**config.mk**
```make
export PLATFORM = sky130hd
export DESIGN_NAME = mult_div_issue_tracker
export DESIGN_NICKNAME = d
export VERILOG_FILES = /design/src/rtl/mult_div_issue_tracker_pkg.sv /design/src/rtl/mult_slot_shifter.sv /design/src/rtl/mult_div_issue_tracker.sv
export SDC_FILE = /design/constraint.sdc
export NUM_CORES = 1
export LEC_CHECK = 0
export ABC_AREA = 1
export BUFFER_PORTS_ARGS = -buffer_cell sky130_fd_sc_hd__buf_2
export CORE_ASPECT_RATIO = 1.75
export CORE_MARGIN = 2
export CORE_UTILIZATION = 30
export CTS_CLUSTER_DIAMETER = 200
export CTS_CLUSTER_SIZE = 24
export DETAILED_ROUTE_END_ITERATION = 12
export GPL_TIMING_DRIVEN = 0
export MAX_ROUTING_LAYER = met4
export PLACE_DENSITY = 0.57
export SLEW_MARGIN = 15
export SYNTH_ARGS = -nofsm -noshare
export SYNTH_HDL_FRONTEND = slang
export SYNTH_SLANG_ARGS = --single-unit
export TNS_END_PERCENT = 1
```
**constraint.sdc**
```tcl
create_clock -name clock -period 1.87 [get_ports clock]
set_input_delay 0.374 -clock clock [delete_from_list [all_inputs] [get_ports clock]]
set_output_delay 0.374 -clock clock [all_outputs]
set_load 0.005 [all_outputs]
```
**src/rtl/mult_div_issue_tracker_pkg.sv**
```systemverilog
// Shared definitions for the multiply/divide issue tracker.
// Holds the instruction field positions, the opcode/aluop values that select
// mul and div, the nop word used for empty slots, and the divide FSM state
// encodings. It also provides small helpers for decoding instruction words.
package mult_div_issue_tracker_pkg;

  localparam int unsigned WORD_W     = 32;
  localparam int unsigned OPCODE_MSB = 31;
  localparam int unsigned OPCODE_LSB = 27;
  localparam int unsigned RD_MSB     = 26;
  localparam int unsigned RD_LSB     = 22;
  localparam int unsigned ALUOP_MSB  = 6;
  localparam int unsigned ALUOP_LSB  = 2;

  localparam logic [4:0] OP_ALU  = 5'b00000;
  localparam logic [4:0] ALU_MUL = 5'b00110;
  localparam logic [4:0] ALU_DIV = 5'b00111;

  localparam logic [WORD_W-1:0] NOP_WORD = '0;

  typedef enum logic [1:0] {
    DIV_IDLE = 2'd0,
    DIV_RUN  = 2'd1,
    DIV_DONE = 2'd2
  } div_state_t;

  function automatic logic is_mul_word(input logic [WORD_W-1:0] w);
    return (w[OPCODE_MSB:OPCODE_LSB] == OP_ALU) && (w[ALUOP_MSB:ALUOP_LSB] == ALU_MUL);
  endfunction

  function automatic logic is_div_word(input logic [WORD_W-1:0] w);
    return (w[OPCODE_MSB:OPCODE_LSB] == OP_ALU) && (w[ALUOP_MSB:ALUOP_LSB] == ALU_DIV);
  endfunction

  function automatic logic [4:0] rd_of(input logic [WORD_W-1:0] w);
    return w[RD_MSB:RD_LSB];
  endfunction

endpackage

```
**src/rtl/mult_slot_shifter.sv**
```systemverilog
// Shift register of multiply slots (valid bit plus 32-bit instruction word).
// Index 0 is slot 1, which is the youngest slot. An empty slot always carries
// the nop word, so the exported slot words can be used directly.
// Ports:
//   clock      in   rising-edge clock
//   reset      in   synchronous, active-high; clears all slots
//   flush      in   clears all slots at the next edge
//   stall      in   holds every slot unchanged
//   in_valid   in   a new multiply enters slot 1 at this edge
//   in_word    in   instruction word of the new multiply
//   slot_valid out  per-slot valid bits
//   slot_word  out  per-slot instruction words
module mult_slot_shifter
  import mult_div_issue_tracker_pkg::*;
#(
  parameter int unsigned DEPTH = 4
) (
  input  logic                          clock,
  input  logic                          reset,
  input  logic                          flush,
  input  logic                          stall,
  input  logic                          in_valid,
  input  logic [WORD_W-1:0]             in_word,
  output logic [DEPTH-1:0]              slot_valid,
  output logic [DEPTH-1:0][WORD_W-1:0]  slot_word
);

  always_ff @(posedge clock) begin
    if (reset || flush) begin
      slot_valid <= '0;
      slot_word  <= '0;
    end else if (!stall) begin
      slot_valid <= {slot_valid[DEPTH-2:0], in_valid};
      slot_word  <= {slot_word[DEPTH-2:0], (in_valid ? in_word : NOP_WORD)};
    end
  end

endmodule

```
**src/rtl/mult_div_issue_tracker.sv**
```systemverilog
// Tracker for the multiply and divide operations that are in flight.
// It accepts mul and div instructions from decode. A multiply shifts through
// MULT_LAT pipelined slots and then enters a writeback register. A divide
// runs alone for DIV_LAT cycles. The tracker exports the four youngest slot
// words and the "mult in flight" flag that decode uses for its stall check.
// MULT_LAT must be at least 4, because four slots are always exported.
// Ports:
//   clock, reset                    clock and synchronous active-high reset
//   issue_valid/instruction/ready   issue handshake with decode
//   flush                           squashes all in-flight ops at the next edge
//   mult_start, mult_is_div         one-cycle start pulse to the multdiv datapath
//   instruction_1..4                slot words, slot 1 is the youngest; 0 when empty
//   mult_ins_signal                 any multiply slot valid or divide busy
//   wb_valid, wb_rd, wb_ready       writeback handshake for completed ops
//
// Divide FSM
//   state    | meaning
//   DIV_IDLE | no divide in flight; multiplies may issue
//   DIV_RUN  | divide executing; counter runs 1..DIV_LAT; word shown on instruction_1
//   DIV_DONE | divide result presented on wb; waiting for wb_ready
module mult_div_issue_tracker
  import mult_div_issue_tracker_pkg::*;
#(
  parameter int unsigned MULT_LAT = 4,
  parameter int unsigned DIV_LAT  = 32,
  parameter int unsigned CNT_W    = 6
) (
  input  logic              clock,
  input  logic              reset,
  input  logic              issue_valid,
  input  logic [WORD_W-1:0] issue_instruction,
  output logic              issue_ready,
  input  logic              flush,
  output logic              mult_start,
  output logic              mult_is_div,
  output logic [WORD_W-1:0] instruction_1,
  output logic [WORD_W-1:0] instruction_2,
  output logic [WORD_W-1:0] instruction_3,
  output logic [WORD_W-1:0] instruction_4,
  output logic              mult_ins_signal,
  output logic              wb_valid,
  output logic [4:0]        wb_rd,
  input  logic              wb_ready
);

  logic [MULT_LAT-1:0]             slot_valid;
  logic [MULT_LAT-1:0][WORD_W-1:0] slot_word;

  div_state_t        state_q, state_d;
  logic [CNT_W-1:0]  cnt_q, cnt_d;
  logic [WORD_W-1:0] div_word_q, div_word_d;

  logic       wb_valid_q;
  logic [4:0] wb_rd_q;

  logic req_mul, req_div;
  logic freeze, div_busy, any_mul;
  logic accept, mul_accept, div_accept, div_finish;

  assign req_mul  = is_mul_word(issue_instruction);
  assign req_div  = is_div_word(issue_instruction);

  // A result waiting on writeback stalls every stage behind it.
  assign freeze   = wb_valid_q & ~wb_ready;
  assign div_busy = (state_q != DIV_IDLE);
  assign any_mul  = |slot_valid;

  // This signal depends on the offered word. A divide must wait until the
  // multiply slots drain, but a multiply can still enter behind them.
  assign issue_ready = ~div_busy & ~freeze & ~(issue_valid & req_div & any_mul);

  assign accept     = issue_valid & issue_ready & (req_mul | req_div) & ~flush & ~reset;
  assign mul_accept = accept & req_mul;
  assign div_accept = accept & req_div;
  assign div_finish = (state_q == DIV_RUN) && (cnt_q == CNT_W'(DIV_LAT));

  mult_slot_shifter #(
    .DEPTH (MULT_LAT)
  ) u_slots (
    .clock      (clock),
    .reset      (reset),
    .flush      (flush),
    .stall      (freeze),
    .in_valid   (mul_accept),
    .in_word    (issue_instruction),
    .slot_valid (slot_valid),
    .slot_word  (slot_word)
  );

  always_comb begin
    state_d    = state_q;
    cnt_d      = cnt_q;
    div_word_d = div_word_q;
    case (state_q)
      DIV_IDLE: begin
        if (div_accept) begin
          state_d    = DIV_RUN;
          cnt_d      = CNT_W'(1);
          div_word_d = issue_instruction;
        end
      end
      DIV_RUN: begin
        if (div_finish) begin
          state_d = DIV_DONE;
          cnt_d   = '0;
        end else begin
          cnt_d = cnt_q + CNT_W'(1);
        end
      end
      DIV_DONE: begin
        if (wb_ready) begin
          state_d    = DIV_IDLE;
          div_word_d = NOP_WORD;
        end
      end
      default: state_d = DIV_IDLE;
    endcase
  end

  always_ff @(posedge clock) begin
    if (reset || flush) begin
      state_q    <= DIV_IDLE;
      cnt_q      <= '0;
      div_word_q <= NOP_WORD;
    end else begin
      state_q    <= state_d;
      cnt_q      <= cnt_d;
      div_word_q <= div_word_d;
    end
  end

  // The writeback register is shared by both units. The multiply slots are
  // always empty while a divide runs, so the divide load and the slot shift
  // never compete for this register.
  always_ff @(posedge clock) begin
    if (reset || flush) begin
      wb_valid_q <= 1'b0;
      wb_rd_q    <= '0;
    end else if (div_finish) begin
      wb_valid_q <= 1'b1;
      wb_rd_q    <= rd_of(div_word_q);
    end else if (!freeze) begin
      wb_valid_q <= slot_valid[MULT_LAT-1];
      wb_rd_q    <= rd_of(slot_word[MULT_LAT-1]);
    end
  end

  assign mult_start      = accept;
  assign mult_is_div     = div_accept;
  assign instruction_1   = (state_q == DIV_RUN) ? div_word_q : slot_word[0];
  assign instruction_2   = slot_word[1];
  assign instruction_3   = slot_word[2];
  assign instruction_4   = slot_word[3];
  assign mult_ins_signal = any_mul | div_busy;
  assign wb_valid        = wb_valid_q;
  assign wb_rd           = wb_rd_q;

endmodule

```
==> results.yml, run 1 <==
outcome:
  outcome: "complete, but fails checks"
  violations: "setup timing"
cts:
  cts_tree: "built"
  cts.reportedPaths.clkPinSlew_ns: 0.07
  root_buffer: "clkbuf_16"
  clock-sinks: 178
  cts_htree_levels: 4
  cts_buffer_depth: 2
  clock_latency_ns: 0.44
  holdBufCountCts: 0
  numCtsBuffers: 17
worst_setup_path:
  crit_fanout: 7
  end_kind: "output pin"
  worstPathArrival_ns: 1.58
  reg2regPathDepth: 8
  criticalPathCategory: "register to output pin"
  worstSetupStartpointType: "register"
  required_ns: 1.50
yosys:
  synth.distinct_cells: 26
  yosysWarnings: 0
  synth-seq-cells: 178
  synth_top_cells_by_count: "239 x nor2_1, 178 x dfxtp_1, 140 x o21ai_0"
  yosysMostFrequentCell: "nor2_1"
  yosysTopAreaCell: "dfxtp_1"
  muxShareOfSynthArea_pct: 0
  synthTopCellsByArea: "dfxtp_1 47%, nor2_1 12%, buf_4 9.5%"
  syn_area_sq_mm: 0.00757
  synth-adder-area-share_pct: 0.331
  synth_area_per_cell_sq_um: 7.36
  syn_inst: 1029
  synthFlopType: "dfxtp_1"
  netlist.area_leader.share_pct: 47.1
  synth_top_family_by_area: "simple AND/OR/NAND/NOR gates"
  syn_nets: 1068
  synth_compound_area_share_pct: 14.0
  synth_xor_area_share_pct: 0.231
  yosysSeqAreaShare_pct: 47.1
  synth-edff-count: 0
  yosys.area_share.simple_pct: 20.9
  async_reset_ff_share_pct: 0
global_route:
  grt_max_degree: 17
  overflow: 0
  grt_pass1_wl_mm: 35.5
  antenna_found_initial: 1
  grtUsageTotal_pct: 18.2
  first_global_vias: 6505
floorplan:
  fp.dieW_um: 124
  dieArea_sq_mm: 0.0266
  initial_utilization_pct: 30.6
  core_sq_mm: 0.0247
  chipHeight_um: 214
  rows: 76
  io_pins: 175
final_layout:
  areaGrowthSynthToFinish_pct: 28.6
  final_design_area_no_fill_sq_mm: 0.00973
  finalNonFillerCells: 1557
  drive_gt1_share_pct: 30.5
  fin_nets: 1271
pwr:
  cellLeakagePower_nw: 4.28
  powerDensity_mw_per_mm2: 754
  ir_worst_vdd_mv: 0.645
timing:
  fin_crit_ns: 1.95
  hold_viol_final: 0
  finalSetupTns_ns: -0.937
  fin_worst_skew_ns: 0.0139
  fin_crit_sh_pct: 104
  slew_headroom_pct: 60.3
  rsz0062_at_grt: "yes"
  setup_violations: 29
  report.final.slew_viol_count: 0
  layout_setup_ws_ns: -0.0806
  worstMarginPinSlew_ns: 0.596
  fmax_mhz: 513
routing:
  drt-initial-drc-count: 431
  vias: 6916
  wire_per_inst_um: 15.2
  post-route-drc-count: 0
  vias_per_cell: 4.44
  ant_nets: 0
  drtPass1Iterations: 5
  wl_mm: 23.7
worst_hold_path:
  whs_path_depth: 3
  hp-class: "input pin to register"
job:
  max_cap_violations: 0
placed_design:
  hpwl_mm: 18.2
  place_area_sq_mm: 0.00883
  gp_congestion: 0.887
  io_buffer_count: 174
  placed_cells: 1515
[cell type report]
class | count | area, sq um
plain buffers | 158 | 1080
well taps | 312 | 390
repair buffers | 184 | 973
multi-input cells | 602 | 2830
flip-flops and latches | 178 | 3570
fillers | 2615 | 15000
clock buffers | 18 | 439
clock inverters | 13 | 100
inverters | 91 | 349
diodes | 1 | 2.50
[stage by stage]
step / hold slack, ns / util (%) / setup slack (ns) / total power, mW
2_1_floorplan: 0.419 / - / 0.338 / 3.98
3_3_place_gp: 0.425 / 35.7 / -0.385 / 4.07
3_5_place_dp: 0.432 / 35.7 / -0.407 / 4.07
4_1_cts: 0.173 / 39.1 / -0.126 / 7.40
5_1_grt: 0.178 / 39.4 / -0.163 / 7.57
6_report: 0.188 / 39.4 / -0.0806 / 7.34
[report_power, final]
part	internal [mW]	leakage (nW)	switching [mW]
clock	1.75	0.264	1.60
combinational	0.0653	2.58	0.134
sequential	3.79	1.44	0.0000278
total	5.60	4.28	1.74
[critical path: stages (launching register included)]
cell,delay (ns)
dfxtp_2,0.34
inv_2,0.05
nand2_4,0.08
inv_4,0.04
clkbuf_16,0.16
clkbuf_16,0.17
o21ai_4,0.15
buf_2,0.14
[cell families after synthesis]
logic type,count (synthesis)
AND/OR/NAND/NOR,388
AO/OA/AOI/OAI,210
buffers and inverters,249
flip-flops,178
adder cells (fa/ha/maj),2
XOR/XNOR,2
[final timing paths]
| check | from | endpoint | slack [ns] |
|---|---|---|---|
| max | state_q[1]$_SDFFE_PP0P_ | instruction_1[23] | -0.08 |
| min | issue_instruction[10] | div_word_q[10]$_SDFFE_PP0P_ | 0.19 |
| max reg2reg | cnt_q[0]$_SDFFE_PP0P_ | wb_rd[3]$_SDFFE_PP0P_ | 0.11 |
| min reg2reg | div_word_q[6]$_SDFFE_PP0P_ | div_word_q[6]$_SDFFE_PP0P_ | 0.44 |
[metal layers]
metal / track usage (%) / wire (um) / up-vias
met5: - / 0 / -
met4: 6.89 / 652 / 0
met3: 2.79 / 919 / 38
met2: 33.1 / 12800 / 180
met1: 19.4 / 9410 / 3124
li1: - / - / 3574
[registers in the layout, indices dropped and copies added (netlist names)]
name                count
u_slots.slot_word     128
wb_valid                1
u_slots.slot_valid      4
div_word_q             32
cnt_q                   6
state_q                 2
wb_rd                   5
[cells in the final DEF, fill, tap and decap left out, types with 4 or more instances in the layout]
cell / n
buf_2: 181
nor2_1: 236
nand2_2: 8
dfxtp_2: 5
o21ai_2: 10
clkbuf_2: 5
dfxtp_1: 172
nor2_2: 4
buf_4: 104
nand2_1: 76
nand3_1: 35
nand4_1: 4
clkbuf_16: 20
inv_2: 4
o21ai_4: 4
o21ai_1: 12
inv_6: 7
nor3_1: 15
o21ai_0: 114
inv_1: 85
buf_1: 7
clkbuf_1: 35
a21oi_1: 65
[timing repair]
action / 4_1_cts / 5_1_grt
setup buffers: 5 / 3
endpoints found under the setup margin: 57 / 68
pin swaps: 6 / 10
gates cloned: 2 / 0
gates resized for setup: 83 / 22
Note: power is estimated with default switching activity, not from simulation.
==> run 2: changes to the inputs <==
ABC_AREA = default   (was 1)
==> results.yml, run 2 <==
final_layout:
  most-common-layout-cells: "369 x nand2_1, 173 x buf_2, 173 x dfxtp_1"
  final_design_area_no_fill_sq_mm: 0.00981
  areaGrowthSynthToFinish_pct: 31.3
  regMostFlops: "u_slots.slot_word"
  fin_nets: 1188
  finalNonFillerCells: 1471
  drive_gt1_share_pct: 32.9
  final_common_cell: "nand2_1"
  largest_register_ffs: 128
  top_regs: "u_slots.slot_word (128), div_word_q (32), cnt_q (6)"
  n_antenna_cell: 0
timing:
  report.final.slew_viol_count: 0
  fin_crit_ns: 1.98
  slew_headroom_pct: 53.1
  rsz0062_at_grt: "yes"
  fin_worst_skew_ns: 0.00821
  fin_crit_sh_pct: 106
  hold_slack_ns: 0.210
  fmax_mhz: 506
  hold_viol_final: 0
  worstMarginPinSlew_ns: 0.703
  layout_setup_ws_ns: -0.106
  setup_violations: 33
  finalSetupTns_ns: -2.09
yosys:
  syn_area_sq_mm: 0.00747
  syn_nets: 988
  yosysTopAreaCell: "dfxtp_1"
  yosysSeqAreaShare_pct: 47.7
  synth_top_cells_by_count: "382 x nand2_1, 178 x dfxtp_1, 106 x a21oi_1"
  netlist.area_leader.share_pct: 47.7
  synthTopCellsByArea: "dfxtp_1 48%, nand2_1 19%, buf_4 9.6%"
  synth-seq-cells: 178
  yosysWarnings: 0
  synthFlopType: "dfxtp_1"
  synth-edff-count: 0
  synth.distinct_cells: 39
  async_reset_ff_share_pct: 0
  syn_inst: 949
  synth_area_per_cell_sq_um: 7.87
  yosysMostFrequentCell: "nand2_1"
cts:
  root_buffer: "clkbuf_16"
  clock_latency_ns: 0.43
  cts.reportedPaths.clkPinSlew_ns: 0.06
  cts_buffer_depth: 2
  cts_tree: "built"
  cts_htree_levels: 4
  numCtsBuffers: 17
  clock-sinks: 178
pwr:
  cellLeakagePower_nw: 4.45
  ir_worst_vdd_mv: 0.494
  powerDensity_mw_per_mm2: 820
  power.total_mw: 8.05
global_route:
  grt_max_degree: 17
  antenna_found_initial: 0
  first_global_vias: 6131
  grt_pass1_wl_mm: 33.6
  grtUsageTotal_pct: 17.7
  overflow: 0
floorplan:
  core_sq_mm: 0.0245
  rows: 76
  fp.dieW_um: 123
  io_pins: 175
  initial_utilization_pct: 30.5
  chipHeight_um: 213
  dieArea_sq_mm: 0.0262
worst_setup_path:
  crit_chain: "nor4_4 -> buf_4 -> nand2_2 -> nor3_4 -> buf_2"
  crit_fanout: 4
  criticalPathCategory: "register to output pin"
  required_ns: 1.50
  end_kind: "output pin"
  worstPathArrival_ns: 1.60
  crit_start: "u_slots.slot_valid[1]$_SDFFE_PP0N_"
  reg2regPathDepth: 7
  cp_slowest_cell: "dfxtp_2"
  timing.rr.start: "state_q[0]$_SDFFE_PP0P_"
  slowest_delay_ns: 0.34
  worstSetupStartpointType: "register"
placed_design:
  io_buffer_count: 174
  place_area_sq_mm: 0.00873
  gp_congestion: 0.850
  hpwl_mm: 16.8
  placed_cells: 1435
routing:
  drtPass1Iterations: 5
  post-route-drc-count: 0
  vias_per_cell: 4.45
  drt-initial-drc-count: 371
  ant_nets: 0
  wire_per_inst_um: 15.1
  vias: 6546
  wl_mm: 22.2
job:
  max_cap_violations: 0
outcome:
  outcome: "complete, but fails checks"
  violations: "setup timing"
worst_hold_path:
  hp-class: "input pin to register"
  hp-start: "issue_instruction[13]"
  whs_path_depth: 3
run 2: changes by cell type after synthesis, sizes merged, moves of 4 or more:
cell / change
nand3: -31
nor2: -229
clkbuf: +5
nor2b: +4
inv: -88
buf: -5
nand2: +295
nor3: -13
a311oi: +5
nand4: -5
mux2i: +22
and3: +15
a21oi: +44
o21ai: -113
run 2: routing by layer:
layer  track usage, %  up-vias  routed length, um
li1                 -     3370                  -
met1             19.5     2972               8940
met2             31.2      170              11900
met3             2.62       34                712
met4             7.33        0                603
met5                -        -                  0
run 2: layout make-up:
| class | count | area, sq um |
|---|---|---|
| Fill cell | 2571 | 14700 |
| Sequential cell | 178 | 3570 |
| Multi-Input combinational cell | 610 | 3010 |
| Buffer | 158 | 1210 |
| Timing Repair Buffer | 181 | 952 |
| Clock buffer | 19 | 433 |
| Tap cell | 312 | 390 |
| Clock inverter | 10 | 231 |
| Inverter | 3 | 11.3 |
run 2: final timing paths:
kind	end	slack [ns]
max reg2reg	u_slots.slot_word[25]$_SDFFE_PP0N_	0.02
min reg2reg	u_slots.slot_word[102]$_SDFFE_PP0N_	0.45
max	mult_is_div	-0.11
min	u_slots.slot_word[13]$_SDFFE_PP0N_	0.21
run 2: through the flow:
stage                     setup slack, ns  utilization [%]
after floorplan                    0.0681                -
after global placement             -0.582             35.6
after detailed placement           -0.560             35.6
after CTS                          -0.146             39.6
after global routing               -0.173             40.0
final                              -0.106             40.0
run 2: kinds of logic (layout without fill, tap and decap cells):
| family | count (synthesis) | after routing | synth area share, % |
|---|---|---|---|
| muxes | 22 | 22 | 2.95 |
| buffers and inverters | 161 | 371 | 13.8 |
| adders and majority gates | 2 | 2 | 0.335 |
| and+or+nand+nor | 436 | 436 | 23.7 |
| DFF | 178 | 178 | 47.7 |
| AOI/OAI and AO/OA | 150 | 150 | 11.5 |
run 2: critical path: cells and delay by family, from the launching register on:
| family | cells | cell delay, ns |
|---|---|---|
| buffers and inverters | 2 | 0.34 |
| flip-flops | 1 | 0.34 |
| AND/OR/NAND/NOR | 3 | 0.49 |
run 2: timing repair:
action,CTS,global route
gates resized for setup,61,30
setup endpoints to repair,143,80
buffers inserted,6,1
gates cloned,0,0
pin swaps,5,25
hold buffers,0,0
run 2: where the power goes:
group | switching [mW] | total (mW) | internal (mW)
Clock | 1.47 | 4.09 | 2.62
Sequential | 0.0000399 | 3.79 | 3.79
Combinational | 0.117 | 0.166 | 0.0496
Total | 1.59 | 8.05 | 6.46
==> run 3: changes to the inputs <==
SKIP_LAST_GASP = 1   (was default)
==> results.yml, run 3 (same netlist as run 2, synthesis figures left out) <==
global_route:
  grt_pass1_wl_mm: 33.7
  grt_max_degree: 17
  grtUsageTotal_pct: 17.7
  overflow: 0
  antenna_found_initial: 0
  first_global_vias: 6157
floorplan:
  chipHeight_um: 213
  rows: 76
  fp.dieW_um: 123
  dieArea_sq_mm: 0.0262
  io_pins: 175
  initial_utilization_pct: 30.5
  core_sq_mm: 0.0245
worst_setup_path:
  required_ns: 1.50
  end_kind: "output pin"
  worstSetupStartpointType: "register"
  cp_slowest_cell: "dfxtp_4"
  crit_fanout: 4
  crit_family: "simple AND/OR/NAND/NOR gates"
  criticalPathCategory: "register to output pin"
  r2r_slack_ns: -0.05
  worstPathArrival_ns: 1.62
  crit_chain: "nor4_4 -> buf_6 -> nand2_4 -> nor3_4 -> buf_2"
  path_buf_inv: 2
  slowest_delay_ns: 0.36
routing:
  vias: 6524
  top_layer: "met4"
  vias_per_cell: 4.44
  ant_nets: 0
  wl_mm: 22.2
  drtPass1Iterations: 5
  met3_length_um: 735
  post-route-drc-count: 0
  wire_per_inst_um: 15.1
  routed-wl-met2_mm: 11.9
  drt-initial-drc-count: 358
  drt-met1-wl_mm: 8.89
cts:
  clock_latency_ns: 0.43
  cts_buffer_depth: 2
  numCtsBuffers: 17
  cts_tree: "built"
  cts_htree_levels: 4
  root_buffer: "clkbuf_16"
  cts.reportedPaths.clkPinSlew_ns: 0.06
  clock-sinks: 178
pwr:
  powerDensity_mw_per_mm2: 825
  power.net_switching_mw: 1.58
  switching_share_pct: 19.7
  comb_power_share_pct: 2.1
  cellLeakagePower_nw: 4.43
  seqPwrFrac_pct: 47.1
  power.total_mw: 8.04
  internal_power_mw: 6.46
  p_clk_share_pct: 50.8
  ir_worst_vdd_mv: 0.499
timing:
  fin_worst_skew_ns: 0.0102
  layout_setup_ws_ns: -0.126
  worstMarginPinSlew_ns: 0.759
  hold_viol_final: 0
  rsz0062_at_grt: "yes"
  fmax_mhz: 501
  setup_violations: 61
  report.final.slew_viol_count: 0
  fin_crit_sh_pct: 107
  slew_headroom_pct: 49.4
  fin_crit_ns: 2.00
final_layout:
  largest_register_ffs: 128
  fin_nets: 1188
  final_design_area_no_fill_sq_mm: 0.00974
  final_common_cell: "nand2_1"
  top_regs: "u_slots.slot_word (128), div_word_q (32), cnt_q (6)"
  layout.area.seq_sq_mm: 0.00358
  areaGrowthSynthToFinish_pct: 30.3
  nFillCells: 2574
  regMostFlops: "u_slots.slot_word"
  n_antenna_cell: 0
  finalNonFillerCells: 1471
  final_util_pct: 39.7
  most-common-layout-cells: "379 x nand2_1, 176 x buf_2, 173 x dfxtp_1"
  multi_input_area_sq_mm: 0.00299
  drive_gt1_share_pct: 31.9
placed_design:
  hpwl_mm: 16.8
  pre_cts_slack_ns: -0.560
  gp_congestion: 0.850
  placed_cells: 1435
  io_buffer_count: 174
  place_area_sq_mm: 0.00873
job:
  max_cap_violations: 0
outcome:
  outcome: "complete, but fails checks"
  violations: "setup timing"
worst_hold_path:
  hp-class: "input pin to register"
## run 3: tightest hold or removal path, delay by kind of cell
family / cells / cell delay, ns
simple gates: 1 / 0.06
compound gates: 1 / 0.10
buf+inv: 1 / 0.07
## run 3: path summary, 6_finish.rpt
check,from,end,depth (start not counted)
setup / recovery,u_slots.slot_valid[2]$_SDFFE_PP0N_,mult_is_div,5
hold / removal,issue_instruction[13],u_slots.slot_word[13]$_SDFFE_PP0N_,3
setup reg to reg,u_slots.slot_valid[2]$_SDFFE_PP0N_,div_word_q[30]$_SDFFE_PP0P_,8
hold reg to reg,u_slots.slot_word[102]$_SDFFE_PP0N_,u_slots.slot_word[102]$_SDFFE_PP0N_,2
## run 3: layout make-up
type,count,share of cell area [%]
Sequential cell,178,36.7
Multi-Input combinational cell,610,30.7
Buffer,157,11.9
Timing Repair Buffer,182,9.73
Clock buffer,19,4.45
Tap cell,312,4.01
Clock inverter,10,2.38
Inverter,3,0.116
## run 3: per-layer routing
layer / global-route usage [%] / vias up
met2: 31.0 / 161
met1: 19.6 / 2969
li1: - / 3361
met4: 7.41 / 0
met5: - / -
met3: 2.78 / 33
## run 3: metrics by stage
step                      TNS, ns  hold WS [ns]
after floorplan                 0         0.432
after global placement     -56.00         0.440
after detailed placement   -56.77         0.445
after CTS                   -8.03         0.189
after global routing        -8.20         0.205
final                       -2.65         0.206
## run 3: what timing repair did
| action | CTS | global route |
|---|---|---|
| gates resized for setup | 49 | 25 |
| hold buffers | 0 | 0 |
| pin swaps | 2 | 5 |
| setup endpoints to repair | 143 | 125 |
| buffers inserted | 6 | 2 |
## run 3: power groups by stage
stage	clock network [mW]	logic (mW)	registers (mW)
after global placement	0	0.156	3.88
after floorplan	0	0.0728	3.88
after CTS	4.18	0.160	3.79
after global routing	4.32	0.183	3.78
final	4.08	0.167	3.79
after detailed placement	0	0.158	3.88
